## src/rtl/tdc_edge_decoder.sv

```systemverilog
// Fine-time decoder: finds the earliest rising edge in an ISERDES word and timestamps it.
// Latency: hit_valid one cycle after the sampled word; timestamp fields hold until the next hit.
// Backpressure: none; edges arriving while idle or in dead time are dropped.
//
// Ports:
//   clk100, rst        sole clock, synchronous active-high reset
//   iser_bits          sample word, bit 0 earliest in time
//   arm                arms the decoder while idle
//   hit_valid          one-cycle strobe, hit_coarse/hit_fine valid
//   hit_coarse         coarse count of the cycle the edge was sampled in
//   hit_fine           bit index of the earliest edge
//   coarse_wrap        one-cycle strobe when the coarse counter reads 0 after rollover
//   busy               armed or in dead time
//   hit_count          accepted hits since reset, saturating
module tdc_edge_decoder #(
  parameter int SER_W       = 4,
  parameter int COARSE_W    = 16,
  parameter int DEAD_CYCLES = 2,
  parameter int CONTINUOUS  = 1,
  parameter int CNT_W       = 16
) (
  input  logic                     clk100,
  input  logic                     rst,
  input  logic [SER_W-1:0]         iser_bits,
  input  logic                     arm,
  output logic                     hit_valid,
  output logic [COARSE_W-1:0]      hit_coarse,
  output logic [$clog2(SER_W)-1:0] hit_fine,
  output logic                     coarse_wrap,
  output logic                     busy,
  output logic [CNT_W-1:0]         hit_count
);

  localparam int FINE_W = $clog2(SER_W);

  typedef enum logic [1:0] {
    ST_IDLE  = 2'd0,
    ST_ARMED = 2'd1,
    ST_DEAD  = 2'd2
  } state_t;

  state_t              state;
  logic                prev_last;
  logic [COARSE_W-1:0] coarse;
  logic [7:0]          dead_cnt;

  logic [SER_W-1:0]    edge_vec;
  logic [FINE_W-1:0]   edge_fine;
  logic                edge_found;

  // Each bit is compared with the sample just before it in time; bit 0 looks
  // back across the word boundary to the last sample of the previous word.
  always_comb begin
    edge_vec   = iser_bits & ~{iser_bits[SER_W-2:0], prev_last};
    edge_found = |edge_vec;
    edge_fine  = '0;
    // Scan from the top so the lowest (earliest) set bit wins.
    for (int i = SER_W - 1; i >= 0; i--) begin
      if (edge_vec[i]) begin
        edge_fine = FINE_W'(i);
      end
    end
  end

  always_ff @(posedge clk100) begin
    if (rst) begin
      state       <= ST_IDLE;
      prev_last   <= 1'b1;  // a line already high at reset must not look like an edge
      coarse      <= '0;
      dead_cnt    <= '0;
      hit_valid   <= 1'b0;
      hit_coarse  <= '0;
      hit_fine    <= '0;
      coarse_wrap <= 1'b0;
      busy        <= 1'b0;
      hit_count   <= '0;
    end else begin
      prev_last   <= iser_bits[SER_W-1];
      coarse      <= coarse + COARSE_W'(1);
      coarse_wrap <= (coarse == '1);
      hit_valid   <= 1'b0;

      case (state)
        ST_IDLE: begin
          if (arm) begin
            state <= ST_ARMED;
            busy  <= 1'b1;
          end
        end

        ST_ARMED: begin
          if (edge_found) begin
            hit_valid  <= 1'b1;
            hit_coarse <= coarse;
            hit_fine   <= edge_fine;
            state      <= ST_DEAD;
            dead_cnt   <= 8'(DEAD_CYCLES);
            if (hit_count != '1) begin
              hit_count <= hit_count + CNT_W'(1);
            end
          end
        end

        ST_DEAD: begin
          // Leaving on the count of 1 gives exactly DEAD_CYCLES cycles in DEAD.
          if (dead_cnt <= 8'd1) begin
            dead_cnt <= '0;
            if (CONTINUOUS != 0) begin
              state <= ST_ARMED;
            end else begin
              state <= ST_IDLE;
              busy  <= 1'b0;
            end
          end else begin
            dead_cnt <= dead_cnt - 8'd1;
          end
        end

        default: begin
          state <= ST_IDLE;
          busy  <= 1'b0;
        end
      endcase
    end
  end

endmodule

```

## config.mk

```make
export PLATFORM = sky130hd
export DESIGN_NAME = tdc_edge_decoder
export DESIGN_NICKNAME = d
export VERILOG_FILES = /design/src/rtl/tdc_edge_decoder.sv
export SDC_FILE = /design/constraint.sdc
export NUM_CORES = 1
export LEC_CHECK = 0
export CAP_MARGIN = 20
export CORE_ASPECT_RATIO = 1.2
export CORE_MARGIN = 5
export CORE_UTILIZATION = 35
export CTS_CLUSTER_DIAMETER = 120
export DETAILED_ROUTE_END_ITERATION = 7
export GPL_TIMING_DRIVEN = 0
export PLACE_DENSITY_LB_ADDON = 0.12
export RECOVER_POWER = 25
export SKIP_CTS_REPAIR_TIMING = 1
export SLEW_MARGIN = 10
export SYNTH_ARGS = -nofsm -noshare
export SYNTH_HDL_FRONTEND = slang
export SYNTH_SLANG_ARGS = --single-unit
export TNS_END_PERCENT = 10
```

## constraint.sdc

```tcl
create_clock -name clk100 -period 4.33 [get_ports clk100]
set_input_delay 1.0825 -clock clk100 [delete_from_list [all_inputs] [get_ports clk100]]
set_output_delay 1.0825 -clock clk100 [all_outputs]
set_load 0.02 [all_outputs]
```

==> flow_summary.html <==
<table>
<tr><th>Metric</th><th>Value</th></tr>
<tr><th colspan="2">Run status</th></tr>
<tr><td>Result of the run</td><td>finished, final reports clean</td></tr>
<tr><th colspan="2">Synthesis</th></tr>
<tr><td>Combinational family with the most area after synthesis</td><td>simple AND/OR/NAND/NOR gates</td></tr>
<tr><td>Yosys Warn Count</td><td>0</td></tr>
<tr><td>Synthesized-area fraction occupied by and/or/nand/nor cells</td><td>27.9%</td></tr>
<tr><td>Part of the Yosys area used for sequential elements</td><td>45.4%</td></tr>
<tr><td>Asr flop ratio synth</td><td>0%</td></tr>
<tr><td>Nets in the synthesized netlist</td><td>340</td></tr>
<tr><td>Count of distinct cell types in the synthesized netlist</td><td>44</td></tr>
<tr><td>Multiplexer share of the synthesized area</td><td>0.754%</td></tr>
<tr><td>Syn_area_per_cell</td><td>8.65 um2</td></tr>
<tr><td>Top FF cell, synth</td><td>sky130_fd_sc_hd__dfxtp_1</td></tr>
<tr><td>Post-synthesis share of cell area spent on xor and xnor gates</td><td>10.6%</td></tr>
<tr><td>Seq cells post-synth</td><td>64</td></tr>
<tr><td>Number of enable flip-flop cells after synthesis</td><td>0</td></tr>
<tr><td>Cells after Synth</td><td>326</td></tr>
<tr><td>Post-synthesis adder-cell area fraction</td><td>3.11%</td></tr>
<tr><td>Synthesized cell area</td><td>2820 um2</td></tr>
<tr><td>Compound-Gate Fraction of Synth Area</td><td>8.87%</td></tr>
<tr><th colspan="2">Power</th></tr>
<tr><td>Switching power</td><td>510 uW</td></tr>
<tr><td>Final total power</td><td>1690 uW</td></tr>
<tr><td>Internal Power</td><td>1180 uW</td></tr>
<tr><td>Net Sw Frac</td><td>30.2%</td></tr>
<tr><td>Relative contribution of sequential cells to total power</td><td>41.1%</td></tr>
<tr><td>Worst vdd rail ir drop</td><td>0.180 mV</td></tr>
<tr><td>Portion of total power attributed to combinational logic</td><td>24.9%</td></tr>
<tr><td>Power density over the cells</td><td>471 nW/um2</td></tr>
<tr><td>Clk network pwr share</td><td>34.0%</td></tr>
<tr><td>Cell leakage power</td><td>0.00122 uW</td></tr>
<tr><th colspan="2">STA</th></tr>
<tr><td>Final clock period utilization by the worst path</td><td>64.4%</td></tr>
<tr><td>Total negative slack</td><td>0 ns</td></tr>
<tr><td>Time the worst path needs with I/O delays and setup</td><td>2.79 ns</td></tr>
<tr><td>Max Transition Viols Final</td><td>0</td></tr>
<tr><td>Maximum clock skew at final layout</td><td>0.0110 ns</td></tr>
<tr><td>Transition time at the pin with the least slew margin</td><td>0.611 ns</td></tr>
<tr><td>Max Clk Rate</td><td>359 MHz</td></tr>
<tr><td>Final number of setup-violating endpoints</td><td>0</td></tr>
<tr><td>Hold Fails Final Rpt</td><td>0</td></tr>
<tr><td>Setup repair after global routing missed its margin</td><td>false</td></tr>
<tr><td>Worst Hold Slack</td><td>0.454 ns</td></tr>
<tr><td>Relative slew slack</td><td>58.9%</td></tr>
<tr><th colspan="2">Clocking</th></tr>
<tr><td>CTS H-tree depth</td><td>3</td></tr>
<tr><td>Clock Latency Late Sink</td><td>0.34 ns</td></tr>
<tr><td>Clock transition at the registers of the reported paths</td><td>0.07 ns</td></tr>
<tr><td>Clock tree from TritonCTS</td><td>done</td></tr>
<tr><td>CTS sink count</td><td>64</td></tr>
<tr><td>Number of buffers created by CTS</td><td>9</td></tr>
<tr><td>Number of buffers on the longest clock path</td><td>2</td></tr>
<tr><td>Root Buffer Master</td><td>sky130_fd_sc_hd__clkbuf_8</td></tr>
<tr><th colspan="2">Global routing</th></tr>
<tr><td>First-pass GRT wire length</td><td>10.4 mm</td></tr>
<tr><td>Tot GR Track Use</td><td>13.0%</td></tr>
<tr><td>Maximum number of pins on one net before global-route repair</td><td>12</td></tr>
<tr><td>Vias in the first global route</td><td>2259</td></tr>
<tr><td>Global route overflow</td><td>0</td></tr>
<tr><td>Antenna violations before repair</td><td>0</td></tr>
<tr><th colspan="2">Placed design</th></tr>
<tr><td>Weighted congestion reported at the end of routability-driven placement</td><td>0.773</td></tr>
<tr><td>Port-buffer cells</td><td>43</td></tr>
<tr><td>Cell area after placement</td><td>3370 um2</td></tr>
<tr><td>Post-detailed-placement half-perimeter wirelength</td><td>4.46 mm</td></tr>
<tr><th colspan="2">Finish</th></tr>
<tr><td>Post-Layout Inst Area</td><td>3580 um2</td></tr>
<tr><td>Share of cells above drive strength 1</td><td>7.27%</td></tr>
<tr><td>Layout filler cell count</td><td>799</td></tr>
<tr><td>Nets@finish</td><td>394</td></tr>
<tr><td>Most common cell after layout, fill and taps aside</td><td>sky130_fd_sc_hd__dfxtp_1</td></tr>
<tr><td>Commonest non-fill, non-tap cells in the layout</td><td>64 x sky130_fd_sc_hd__dfxtp_1, 51 x sky130_fd_sc_hd__nor2_1, 41 x sky130_fd_sc_hd__nand2_1</td></tr>
<tr><td>Layout Area Growth over Synthesis</td><td>27.1%</td></tr>
<tr><td>Count of antenna diodes in the layout</td><td>0</td></tr>
<tr><th colspan="2">Min path</th></tr>
<tr><td>Worst Hold Class</td><td>flip-flop to flip-flop</td></tr>
<tr><th colspan="2">Detailed routing</th></tr>
<tr><td>DRC Markers</td><td>0</td></tr>
<tr><td>Number of nets with antenna violations after routing</td><td>0</td></tr>
<tr><td>Met1 Routed Length</td><td>3.03 mm</td></tr>
<tr><td>Routed wire length</td><td>6.15 mm</td></tr>
<tr><td>Wire length on met2</td><td>2.80 mm</td></tr>
<tr><td>Metal3 WL</td><td>196 um</td></tr>
<tr><td>Number of DRC violations after detailed-routing iteration 0</td><td>53</td></tr>
<tr><td>Top routing layer in use</td><td>met4</td></tr>
<tr><td>Via count normalized by instance count</td><td>4.87</td></tr>
<tr><td>Detailed-router iteration count before antenna repair</td><td>4</td></tr>
<tr><td>Total number of vias</td><td>2321</td></tr>
<tr><td>Per-cell routed wire length</td><td>12.9 um</td></tr>
<tr><th colspan="2">Floorplan</th></tr>
<tr><td>Die outline area</td><td>9960 um2</td></tr>
<tr><td>Effective utilization at floorplan</td><td>36.2%</td></tr>
<tr><td>I/O pin total</td><td>44</td></tr>
<tr><td>Area of the placeable core</td><td>7790 um2</td></tr>
<tr><td>Die width</td><td>91.9 um</td></tr>
<tr><td>Floorplan die height</td><td>108 um</td></tr>
<tr><td>Core Rows</td><td>35</td></tr>
<tr><th colspan="2">Setup path</th></tr>
<tr><td>Data required time of the critical path</td><td>4.56 ns</td></tr>
<tr><td>Worst setup EP type</td><td>flip-flop</td></tr>
<tr><td>Setup CP Type</td><td>input port to flip-flop</td></tr>
<tr><td>WP data arrival</td><td>3.02 ns</td></tr>
<tr><td>Top fanout value on the critical path</td><td>5</td></tr>
<tr><td>Startpoint kind of the worst setup timing path</td><td>input port</td></tr>
<tr><th colspan="2">Run</th></tr>
<tr><td>Maxcap violations</td><td>0</td></tr>
</table>
[path summary, 6_finish.rpt]
| kind | startpoint | to | slack, ns | depth (start not counted) |
|---|---|---|---|---|
| worst max-delay path | iser_bits[0] | hit_count[15] | 1.54 | 6 |
| worst min-delay path | hit_coarse[2] | hit_coarse[2] | 0.45 | 2 |
| worst max register to register | state[1] | hit_count[15] | 2.09 | 7 |
| worst min register to register | hit_coarse[2] | hit_coarse[2] | 0.45 | 2 |
[layout make-up]
| type | instances | area (um2) | share of cell area, % |
|---|---|---|---|
| Buffer | 12 | 53.8 | 1.50 |
| Inverter | 11 | 41.3 | 1.15 |
| Clock inverter | 5 | 78.8 | 2.20 |
| Tap cell | 92 | 115 | 3.21 |
| Clock buffer | 11 | 141 | 3.94 |
| Sequential cell | 64 | 1280 | 35.7 |
| Timing Repair Buffer | 43 | 430 | 12.0 |
| Multi-Input combinational cell | 239 | 1440 | 40.2 |
[Yosys cell counts, types with 3 or more instances]
cell	n	area (um2)
sky130_fd_sc_hd__dfxtp_1	64	1280
sky130_fd_sc_hd__nor2_1	51	191
sky130_fd_sc_hd__nand2_1	41	154
sky130_fd_sc_hd__xnor2_1	28	245
sky130_fd_sc_hd__a21oi_1	20	100
sky130_fd_sc_hd__nand3_1	12	60.1
sky130_fd_sc_hd__inv_1	11	41.3
sky130_fd_sc_hd__nor3_1	11	55.1
sky130_fd_sc_hd__nor4_1	11	68.8
sky130_fd_sc_hd__clkbuf_1	7	26.3
sky130_fd_sc_hd__ha_1	7	87.6
sky130_fd_sc_hd__nand4_1	6	37.5
sky130_fd_sc_hd__xor2_1	6	52.6
sky130_fd_sc_hd__o21ai_0	5	25.0
sky130_fd_sc_hd__and3_1	4	25.0
sky130_fd_sc_hd__nor2b_1	4	25.0
sky130_fd_sc_hd__or3_1	3	18.8
[worst max-delay path: stages]
cell and delay [ns]:
sky130_fd_sc_hd__clkdlybuf4s50_1 0.53, sky130_fd_sc_hd__nor2b_1 0.25, sky130_fd_sc_hd__o41ai_4 0.14, sky130_fd_sc_hd__or3_1 0.44, sky130_fd_sc_hd__nor3_1 0.22, sky130_fd_sc_hd__mux2_2 0.35
[through the flow]
step	setup WS, ns	utilization (%)	cells
floorplan	1.81	-	326
global placement	1.19	43.2	461
detailed placement	1.19	43.2	461
CTS	1.54	46.0	477
global route	1.36	46.0	477
finish	1.54	46.0	477
[power by group through the flow]
stage / logic (uW) / clock network [uW] / registers [uW]
final: 420 / 574 / 693
after global routing: 467 / 618 / 701
after CTS: 428 / 589 / 693
after detailed placement: 426 / 0 / 706
after global placement: 422 / 0 / 704
after floorplan: 317 / 0 / 711
[metal layers]
layer / track usage, % / up-vias
met1: 16.4 / 1060
met3: 3.41 / 11
li1: - / 1215
met4: 5.73 / 0
met5: 0 / -
met2: 20.8 / 35
[flip-flops by register name, summed over array words and instances (netlist names)]
register	flops
coarse	16
hit_coarse	16
hit_count	16
dead_cnt	8
hit_fine	2
state	2
busy	1
coarse_wrap	1
hit_valid	1
prev_last	1
[kinds of logic after synthesis]
family                   after synthesis
multiplexers                           2
AO/OA/AOI/OAI                         36
buffers and inverters                 23
flip-flops                            64
XOR/XNOR                              34
AND/OR/NAND/NOR                      160
adder cells (fa/ha/maj)                7
No activity file was read; power rests on OpenSTA's default activity.
